[config.mk]
export PLATFORM = sky130hd
export DESIGN_NAME = axi_lite_tl_adapter
export DESIGN_NICKNAME = d
export VERILOG_FILES = /design/src/rtl/axi_lite_tl_adapter.sv
export SDC_FILE = /design/constraint.sdc
export NUM_CORES = 1
export LEC_CHECK = 0
export CAP_MARGIN = 5
export CORE_ASPECT_RATIO = 1.2
export CORE_MARGIN = 2
export CORE_UTILIZATION = 40
export CTS_CLUSTER_SIZE = 14
export DETAILED_ROUTE_END_ITERATION = 10
export PLACE_DENSITY_LB_ADDON = 0.08
export RECOVER_POWER = 100
export SYNTH_ARGS = -nofsm -noshare
export SYNTH_HDL_FRONTEND = slang
export SYNTH_SLANG_ARGS = --single-unit
[constraint.sdc]
create_clock -name clk_i -period 3.21 [get_ports clk_i]
set_input_delay 0.321 -clock clk_i [delete_from_list [all_inputs] [get_ports clk_i]]
set_output_delay 0.321 -clock clk_i [all_outputs]
set_load 0.01 [all_outputs]
[src/rtl/axi_lite_tl_adapter.sv]
// AXI-lite device to TileLink-UL host bridge. One TileLink transaction is in flight
// at a time, and the AXI read and write paths take turns in round-robin order.
module axi_lite_tl_adapter #(
    parameter int unsigned DataWidth   = 32,
    parameter int unsigned AddrWidth   = 13,
    parameter int unsigned SourceWidth = 1,
    parameter int unsigned SinkWidth   = 1
) (
    input  logic                                    clk_i,
    input  logic                                    rst_ni,
    input  logic                                    device_aw_valid,
    output logic                                    device_aw_ready,
    input  logic [AddrWidth+2:0]                    device_aw,
    input  logic                                    device_w_valid,
    output logic                                    device_w_ready,
    input  logic [DataWidth+DataWidth/8-1:0]        device_w,
    output logic                                    device_b_valid,
    input  logic                                    device_b_ready,
    output logic [1:0]                              device_b,
    input  logic                                    device_ar_valid,
    output logic                                    device_ar_ready,
    input  logic [AddrWidth+2:0]                    device_ar,
    output logic                                    device_r_valid,
    input  logic                                    device_r_ready,
    output logic [DataWidth+1:0]                    device_r,
    output logic                                    host_a_valid,
    input  logic                                    host_a_ready,
    // A: {opcode[2:0], param[2:0], size[1:0], source, address, mask, corrupt, data}
    output logic [9+SourceWidth+AddrWidth+DataWidth/8+DataWidth-1:0] host_a,
    input  logic                                    host_d_valid,
    output logic                                    host_d_ready,
    // D: {opcode[2:0], param[2:0], size[1:0], source, sink, denied, corrupt, data}
    input  logic [10+SourceWidth+SinkWidth+DataWidth-1:0] host_d
);

    localparam int unsigned StrbW  = DataWidth / 8;
    localparam int unsigned AlignW = $clog2(StrbW);
    localparam int unsigned HdW    = 10 + SourceWidth + SinkWidth + DataWidth;

    localparam logic [2:0] OpPutFull    = 3'd0;
    localparam logic [2:0] OpPutPartial = 3'd1;
    localparam logic [2:0] OpGet        = 3'd4;
    localparam logic [2:0] OpAckData    = 3'd1;
    localparam logic [1:0] RespOkay     = 2'b00;
    localparam logic [1:0] RespSlverr   = 2'b10;

    typedef enum logic [1:0] {IDLE, A_REQ, D_WAIT, RESP} state_e;

    state_e                 state_q, state_d;
    logic                   run_q;
    logic                   rd_first_q, rd_first_d;
    logic                   is_read_q, is_read_d;
    logic                   a_valid_q, a_valid_d;
    logic [2:0]             a_opcode_q, a_opcode_d;
    logic [1:0]             a_size_q, a_size_d;
    logic [AddrWidth-1:0]   a_addr_q, a_addr_d;
    logic [StrbW-1:0]       a_mask_q, a_mask_d;
    logic [DataWidth-1:0]   a_data_q, a_data_d;
    logic                   d_ready_q, d_ready_d;
    logic                   b_valid_q, b_valid_d;
    logic [1:0]             b_resp_q, b_resp_d;
    logic                   r_valid_q, r_valid_d;
    logic [DataWidth-1:0]   r_data_q, r_data_d;
    logic [1:0]             r_resp_q, r_resp_d;

    logic                   wr_pend, grant_rd, grant_wr, d_err;
    logic [AddrWidth-1:0]   aw_addr, ar_addr;
    logic [DataWidth-1:0]   w_data, d_data;
    logic [StrbW-1:0]       w_strb;
    logic [2:0]             d_opcode;
    logic                   d_denied, d_corrupt;
    logic                   unused_bits;

    assign aw_addr   = device_aw[AddrWidth+2:3];
    assign ar_addr   = device_ar[AddrWidth+2:3];
    assign w_data    = device_w[DataWidth+StrbW-1:StrbW];
    assign w_strb    = device_w[StrbW-1:0];
    assign d_opcode  = host_d[HdW-1 -: 3];
    assign d_denied  = host_d[DataWidth+1];
    assign d_corrupt = host_d[DataWidth];
    assign d_data    = host_d[DataWidth-1:0];
    assign d_err     = d_denied | ((d_opcode == OpAckData) & d_corrupt);
    assign unused_bits = ^{device_aw[2:0], device_ar[2:0], host_d[HdW-4:DataWidth+2]};

    // run_q keeps every ready low while reset is held and for the first cycle after it
    always_comb begin
        wr_pend  = device_aw_valid & device_w_valid;
        grant_rd = 1'b0;
        grant_wr = 1'b0;
        if (state_q == IDLE && run_q) begin
            grant_rd = device_ar_valid & (rd_first_q | ~wr_pend);
            grant_wr = wr_pend & (~rd_first_q | ~device_ar_valid);
        end
    end

    always_comb begin
        state_d    = state_q;
        rd_first_d = rd_first_q;
        is_read_d  = is_read_q;
        a_valid_d  = a_valid_q;
        a_opcode_d = a_opcode_q;
        a_size_d   = a_size_q;
        a_addr_d   = a_addr_q;
        a_mask_d   = a_mask_q;
        a_data_d   = a_data_q;
        d_ready_d  = d_ready_q;
        b_valid_d  = b_valid_q;
        b_resp_d   = b_resp_q;
        r_valid_d  = r_valid_q;
        r_data_d   = r_data_q;
        r_resp_d   = r_resp_q;
        unique case (state_q)
            IDLE: begin
                if (grant_rd) begin
                    is_read_d  = 1'b1;
                    rd_first_d = ~rd_first_q;
                    a_valid_d  = 1'b1;
                    a_opcode_d = OpGet;
                    a_size_d   = 2'(AlignW);
                    a_addr_d   = ar_addr & ~AddrWidth'(StrbW - 1);
                    a_mask_d   = '1;
                    a_data_d   = '0;
                    state_d    = A_REQ;
                end else if (grant_wr) begin
                    is_read_d  = 1'b0;
                    rd_first_d = ~rd_first_q;
                    if (w_strb == '0) begin
                        b_valid_d = 1'b1;
                        b_resp_d  = RespOkay;
                        state_d   = RESP;
                    end else begin
                        a_valid_d  = 1'b1;
                        a_opcode_d = (w_strb == '1) ? OpPutFull : OpPutPartial;
                        a_size_d   = 2'(AlignW);
                        a_addr_d   = aw_addr & ~AddrWidth'(StrbW - 1);
                        a_mask_d   = w_strb;
                        a_data_d   = w_data;
                        state_d    = A_REQ;
                    end
                end
            end
            A_REQ: begin
                if (host_a_ready) begin
                    a_valid_d = 1'b0;
                    d_ready_d = 1'b1;
                    state_d   = D_WAIT;
                end
            end
            D_WAIT: begin
                if (host_d_valid) begin
                    d_ready_d = 1'b0;
                    state_d   = RESP;
                    if (is_read_q) begin
                        r_valid_d = 1'b1;
                        r_data_d  = d_data;
                        r_resp_d  = d_err ? RespSlverr : RespOkay;
                    end else begin
                        b_valid_d = 1'b1;
                        b_resp_d  = d_err ? RespSlverr : RespOkay;
                    end
                end
            end
            RESP: begin
                if (is_read_q && device_r_ready) begin
                    r_valid_d = 1'b0;
                    state_d   = IDLE;
                end else if (!is_read_q && device_b_ready) begin
                    b_valid_d = 1'b0;
                    state_d   = IDLE;
                end
            end
            default: state_d = IDLE;
        endcase
    end

    always_ff @(posedge clk_i or negedge rst_ni) begin
        if (!rst_ni) begin
            state_q    <= IDLE;
            run_q      <= 1'b0;
            rd_first_q <= 1'b1;
            is_read_q  <= 1'b0;
            a_valid_q  <= 1'b0;
            a_opcode_q <= '0;
            a_size_q   <= '0;
            a_addr_q   <= '0;
            a_mask_q   <= '0;
            a_data_q   <= '0;
            d_ready_q  <= 1'b0;
            b_valid_q  <= 1'b0;
            b_resp_q   <= '0;
            r_valid_q  <= 1'b0;
            r_data_q   <= '0;
            r_resp_q   <= '0;
        end else begin
            state_q    <= state_d;
            run_q      <= 1'b1;
            rd_first_q <= rd_first_d;
            is_read_q  <= is_read_d;
            a_valid_q  <= a_valid_d;
            a_opcode_q <= a_opcode_d;
            a_size_q   <= a_size_d;
            a_addr_q   <= a_addr_d;
            a_mask_q   <= a_mask_d;
            a_data_q   <= a_data_d;
            d_ready_q  <= d_ready_d;
            b_valid_q  <= b_valid_d;
            b_resp_q   <= b_resp_d;
            r_valid_q  <= r_valid_d;
            r_data_q   <= r_data_d;
            r_resp_q   <= r_resp_d;
        end
    end

    assign device_ar_ready = grant_rd;
    assign device_aw_ready = grant_wr;
    assign device_w_ready  = grant_wr;
    assign device_b_valid  = b_valid_q;
    assign device_b        = b_resp_q;
    assign device_r_valid  = r_valid_q;
    assign device_r        = {r_data_q, r_resp_q};
    assign host_a_valid    = a_valid_q;
    assign host_a          = {a_opcode_q, 3'b000, a_size_q, {SourceWidth{1'b0}},
                              a_addr_q, a_mask_q, 1'b0, a_data_q};
    assign host_d_ready    = d_ready_q;

endmodule

==> results of run 1 <==
## kinds of logic (layout without fill, tap and decap cells)
| group | Yosys count | count (layout) | synth area share, % |
|---|---|---|---|
| xor gates and xnor gates | 1 | 1 | 0.218 |
| and+or+nand+nor | 111 | 111 | 11.6 |
| buffers and inverters | 39 | 221 | 6.06 |
| other | 2 | 12 | 0.187 |
| muxes | 48 | 48 | 12.9 |
| DFF | 93 | 93 | 57.8 |
| AOI/OAI and AO/OA | 64 | 64 | 9.29 |
| adders and majority gates | 6 | 6 | 1.87 |
## report_power, final
| group | internal (mW) | switching (mW) | leakage (nW) |
|---|---|---|---|
| clock network | 0.540 | 0.402 | 0.129 |
| logic | 1.22 | 1.01 | 1.62 |
| registers | 1.72 | 0.250 | 1.13 |
| total | 3.48 | 1.66 | 2.87 |
## worst min path at each step
stage / endpoint / cells past startpoint
after detailed placement: a_size_q[1]$_DFFE_PN0P_ / 1
after global placement: a_size_q[1]$_DFFE_PN0P_ / 1
after CTS: r_data_q[7]$_DFFE_PN0P_ / 1
after floorplan: a_addr_q[10]$_DFFE_PN0P_ / 0
after global routing: a_addr_q[7]$_DFFE_PN0P_ / 2
final: a_size_q[1]$_DFFE_PN0P_ / 1
## critical path: stages, from the launching register on
cell	delay, ns
sky130_fd_sc_hd__dfrtp_1	0.41
sky130_fd_sc_hd__inv_1	0.14
sky130_fd_sc_hd__ha_1	0.32
sky130_fd_sc_hd__nand3_1	0.14
sky130_fd_sc_hd__or2_2	0.33
sky130_fd_sc_hd__inv_4	0.19
sky130_fd_sc_hd__dlygate4sd3_1	0.64
## registers in the layout (all words and copies together) (netlist names), 2 cells and up
name and flops:
a_data_q 32, r_data_q 32, a_addr_q 11, a_mask_q 4
a_opcode_q 2, state_q 2
## synth_stat cells (2+ instances only)
cell type,instances,area share (%)
sky130_fd_sc_hd__o31ai_2,2,0.62
sky130_fd_sc_hd__ha_1,6,1.9
sky130_fd_sc_hd__dfrtp_1,92,57
sky130_fd_sc_hd__nand2b_1,2,0.31
sky130_fd_sc_hd__buf_2,4,0.50
sky130_fd_sc_hd__buf_4,12,2.2
sky130_fd_sc_hd__o21ai_1,44,5.5
sky130_fd_sc_hd__nor2_1,5,0.47
sky130_fd_sc_hd__nand2_1,89,8.3
sky130_fd_sc_hd__conb_1,2,0.19
sky130_fd_sc_hd__buf_6,6,1.7
sky130_fd_sc_hd__inv_1,6,0.56
sky130_fd_sc_hd__a31oi_1,2,0.31
sky130_fd_sc_hd__clkbuf_1,8,0.75
sky130_fd_sc_hd__o21ai_0,6,0.75
sky130_fd_sc_hd__buf_1,2,0.19
sky130_fd_sc_hd__nor2b_1,2,0.31
sky130_fd_sc_hd__mux2i_1,16,4.0
sky130_fd_sc_hd__mux2_2,32,9.0
sky130_fd_sc_hd__nand3_1,5,0.62
sky130_fd_sc_hd__a21oi_1,4,0.50
## stage by stage
step                utilization, %  hold WS, ns  area, um2
detailed placement            60.5        0.451       6000
floorplan                        -       0.0254       4060
finish                        62.7        0.466       6220
global route                  62.7        0.500       6220
global placement              60.5        0.450       6000
CTS                           63.1        0.180       6260
## placed cells by master, fill, tap and decap left out, drive strengths merged, types with 2 or more instances in the layout
master,count
clkdlybuf4s50,102
dfrtp,92
dlygate4sd3,91
nand2,89
o21ai,50
mux2,32
clkbuf,18
mux2i,16
conb,12
inv,7
ha,6
nand3,5
nor2,5
a21oi,4
nand4,2
nand2b,2
nor2b,2
a31oi,2
clkinv,2
o31ai,2
## layer usage
layer / GRT usage (%) / routed length (um)
met1: 21.0 / 3790
met3: 8.19 / 1150
met4: 5.71 / 100
met2: 27.4 / 4400
met5: 0 / 0
## cell type report
| class | instances | area share, % |
|---|---|---|
| multi-input cells | 242 | 23.6 |
| inverters | 7 | 0.463 |
| clock buffers | 13 | 4.03 |
| well taps | 126 | 2.54 |
| repair buffers | 199 | 31.8 |
| clock inverters | 2 | 0.161 |
| flip-flops and latches | 93 | 37.5 |
==> PnR_summary.wiki, run 1 <==
{| class="wikitable"
! Metric !! Value
|-
| EDFF count, synth || 0
|-
| Type of the worst setup path || register to primary output
|-
| Leak || 2.87 nW
|-
| Critical Path Start || state_q[0]$_DFFE_PN0P_
|-
| FF-to-FF path depth || 7
|-
| Sum of routed wire length over all layers || 9.44 mm
|-
| Final count of hold timing violations || 0
|-
| Overall die area || 10900 um2
|-
| Maximum vdd drop || 0.000358 V
|-
| Run status || finished with violations
|-
| Worst Min Path Start || a_size_q[1]$_DFFE_PN0P_
|-
| Starting Density || 40.6%
|-
| Period utilization || 88.3%
|-
| Detailed placement HPWL || 6.89 mm
|-
| Mapped Avg Cell Area || 11.1 um2
|-
| Normalized max-slew margin || -23.9%
|-
| Clock tree skew after final layout || 0.00510 ns
|-
| Number of cells upsized or downsized after cts || 0
|-
| Summed negative setup slack over all endpoints || 0 ns
|-
| Layout area overhead || 54.4%
|-
| CP startpoint kind || register
|-
| Number of DRC markers in iteration 0 || 122
|-
| Std-Cell Rows || 40
|-
| Failing checks || capacitance limit, slew limit
|-
| Flip-flop and latch count after synthesis || 93
|-
| CP endpoint kind || primary output
|-
| Total count of max-transition violations in the final report || 77
|-
| Ports || 223
|-
| Measured slew at the worst slew-check pin || 1.86 ns
|-
| Clock slew at the register clock pins of the worst setup and hold paths || 0.06 ns
|-
| Endpoint of the most critical setup path || device_ar_ready
|-
| Total via count in the routed design || 3211
|-
| Final critical delay including setup and external delays || 2.83 ns
|-
| Die boundary width || 95.6 um
|-
| # setup viols final || 0
|-
| Max-cap check violation count || 1
|-
| Final setup margin || 0.375 ns
|-
| Pwr per Cell Area || 826 nW/um2
|-
| Number of vias per cell after detailed routing || 4.71
|-
| Minimum setup slack among reg-to-reg paths || 0.74 ns
|-
| Number of clock sinks seen by CTS || 93
|-
| Arrival time at the worst endpoint || 2.51 ns
|-
| Start of the worst register-to-register path || state_q[0]$_DFFE_PN0P_
|-
| Global placement routability congestion || 0.726
|-
| Via count of the first global-routing pass || 3140
|-
| Asr flop ratio synth || 100%
|-
| Vertical die dimension || 114 um
|-
| Buffer cell driving the clock tree root || sky130_fd_sc_hd__clkbuf_16
|-
| Remaining DRCs || 0
|-
| Avg WL per Cell || 13.8 um
|-
| Combined area of the multi-input logic cells || 1470 um2
|-
| Global-route wire length before repair || 14.7 mm
|-
| Clock Latency Late Sink || 0.33 ns
|-
| Maximum frequency from static timing analysis || 0.353 GHz
|-
| Number of CTS-inserted buffers || 9
|-
| Initial antenna violation count || 0
|-
| Number of nets still failing antenna checks after routing || 0
|-
| Number of H-tree levels || 3
|-
| Placed cells || 667
|-
| Quantity of I/O buffers inserted on ports || 194
|-
| Sequential share of the synthesized area || 57.8%
|-
| Area of all sequential standard cells || 2330 um2
|-
| Area of the core || 9910 um2
|-
| Synthesis warning total || 0
|-
| Largest net degree at the start of global routing || 77
|-
| Capturing point of the worst reg2reg path || a_data_q[7]$_DFFE_PN0P_
|-
| Crit Path Max Fanout || 15
|-
| Post-placement worst setup slack || 0.727 ns
|-
| Setup repair after global routing missed its margin || no
|-
| Required time at the worst-slack endpoint || 2.89 ns
|-
| Final Power || 5.14 mW
|-
| Dominant register cell in the synthesized netlist || sky130_fd_sc_hd__dfrtp_1
|-
| CTS tree || done
|-
| Classification of the worst-slack hold path || register to register
|-
| Final-stage net count || 679
|-
| Syn Inst Count || 364
|-
| Post-synth cell types || 38
|-
| Final Instance Count excl. Fillers || 682
|-
| First drt pass iteration count || 4
|-
| Buffers from clock root to sink, at most || 2
|-
| All-Layer GR Usage || 17.4%
|-
| Quantity of hold-fixing buffers added after cts || 0
|-
| Ratio of cells with drive above 1 in the final layout || 9.35%
|-
| Total gr overflow || 0
|-
| Post-Synthesis Cell Area || 4030 um2
|-
| Buffers inserted during post-CTS setup optimization || 0
|-
| Number of filler instances in the final layout || 819
|-
| Number of diodes added for antenna fixing || 0
|}
No activity file was read; power rests on OpenSTA's default activity.
==> inputs of run 2 (changes only) <==
--- a/config.mk
+++ b/config.mk
@@ -9,7 +9,7 @@
 export CORE_ASPECT_RATIO = 1.2
 export CORE_MARGIN = 2
 export CORE_UTILIZATION = 40
-export CTS_CLUSTER_SIZE = 14
+export CTS_CLUSTER_SIZE = 25
 export DETAILED_ROUTE_END_ITERATION = 10
 export PLACE_DENSITY_LB_ADDON = 0.08
 export RECOVER_POWER = 100
==> results of run 2 <==
Final layout, timing and power as in run 1 (identical DEF).
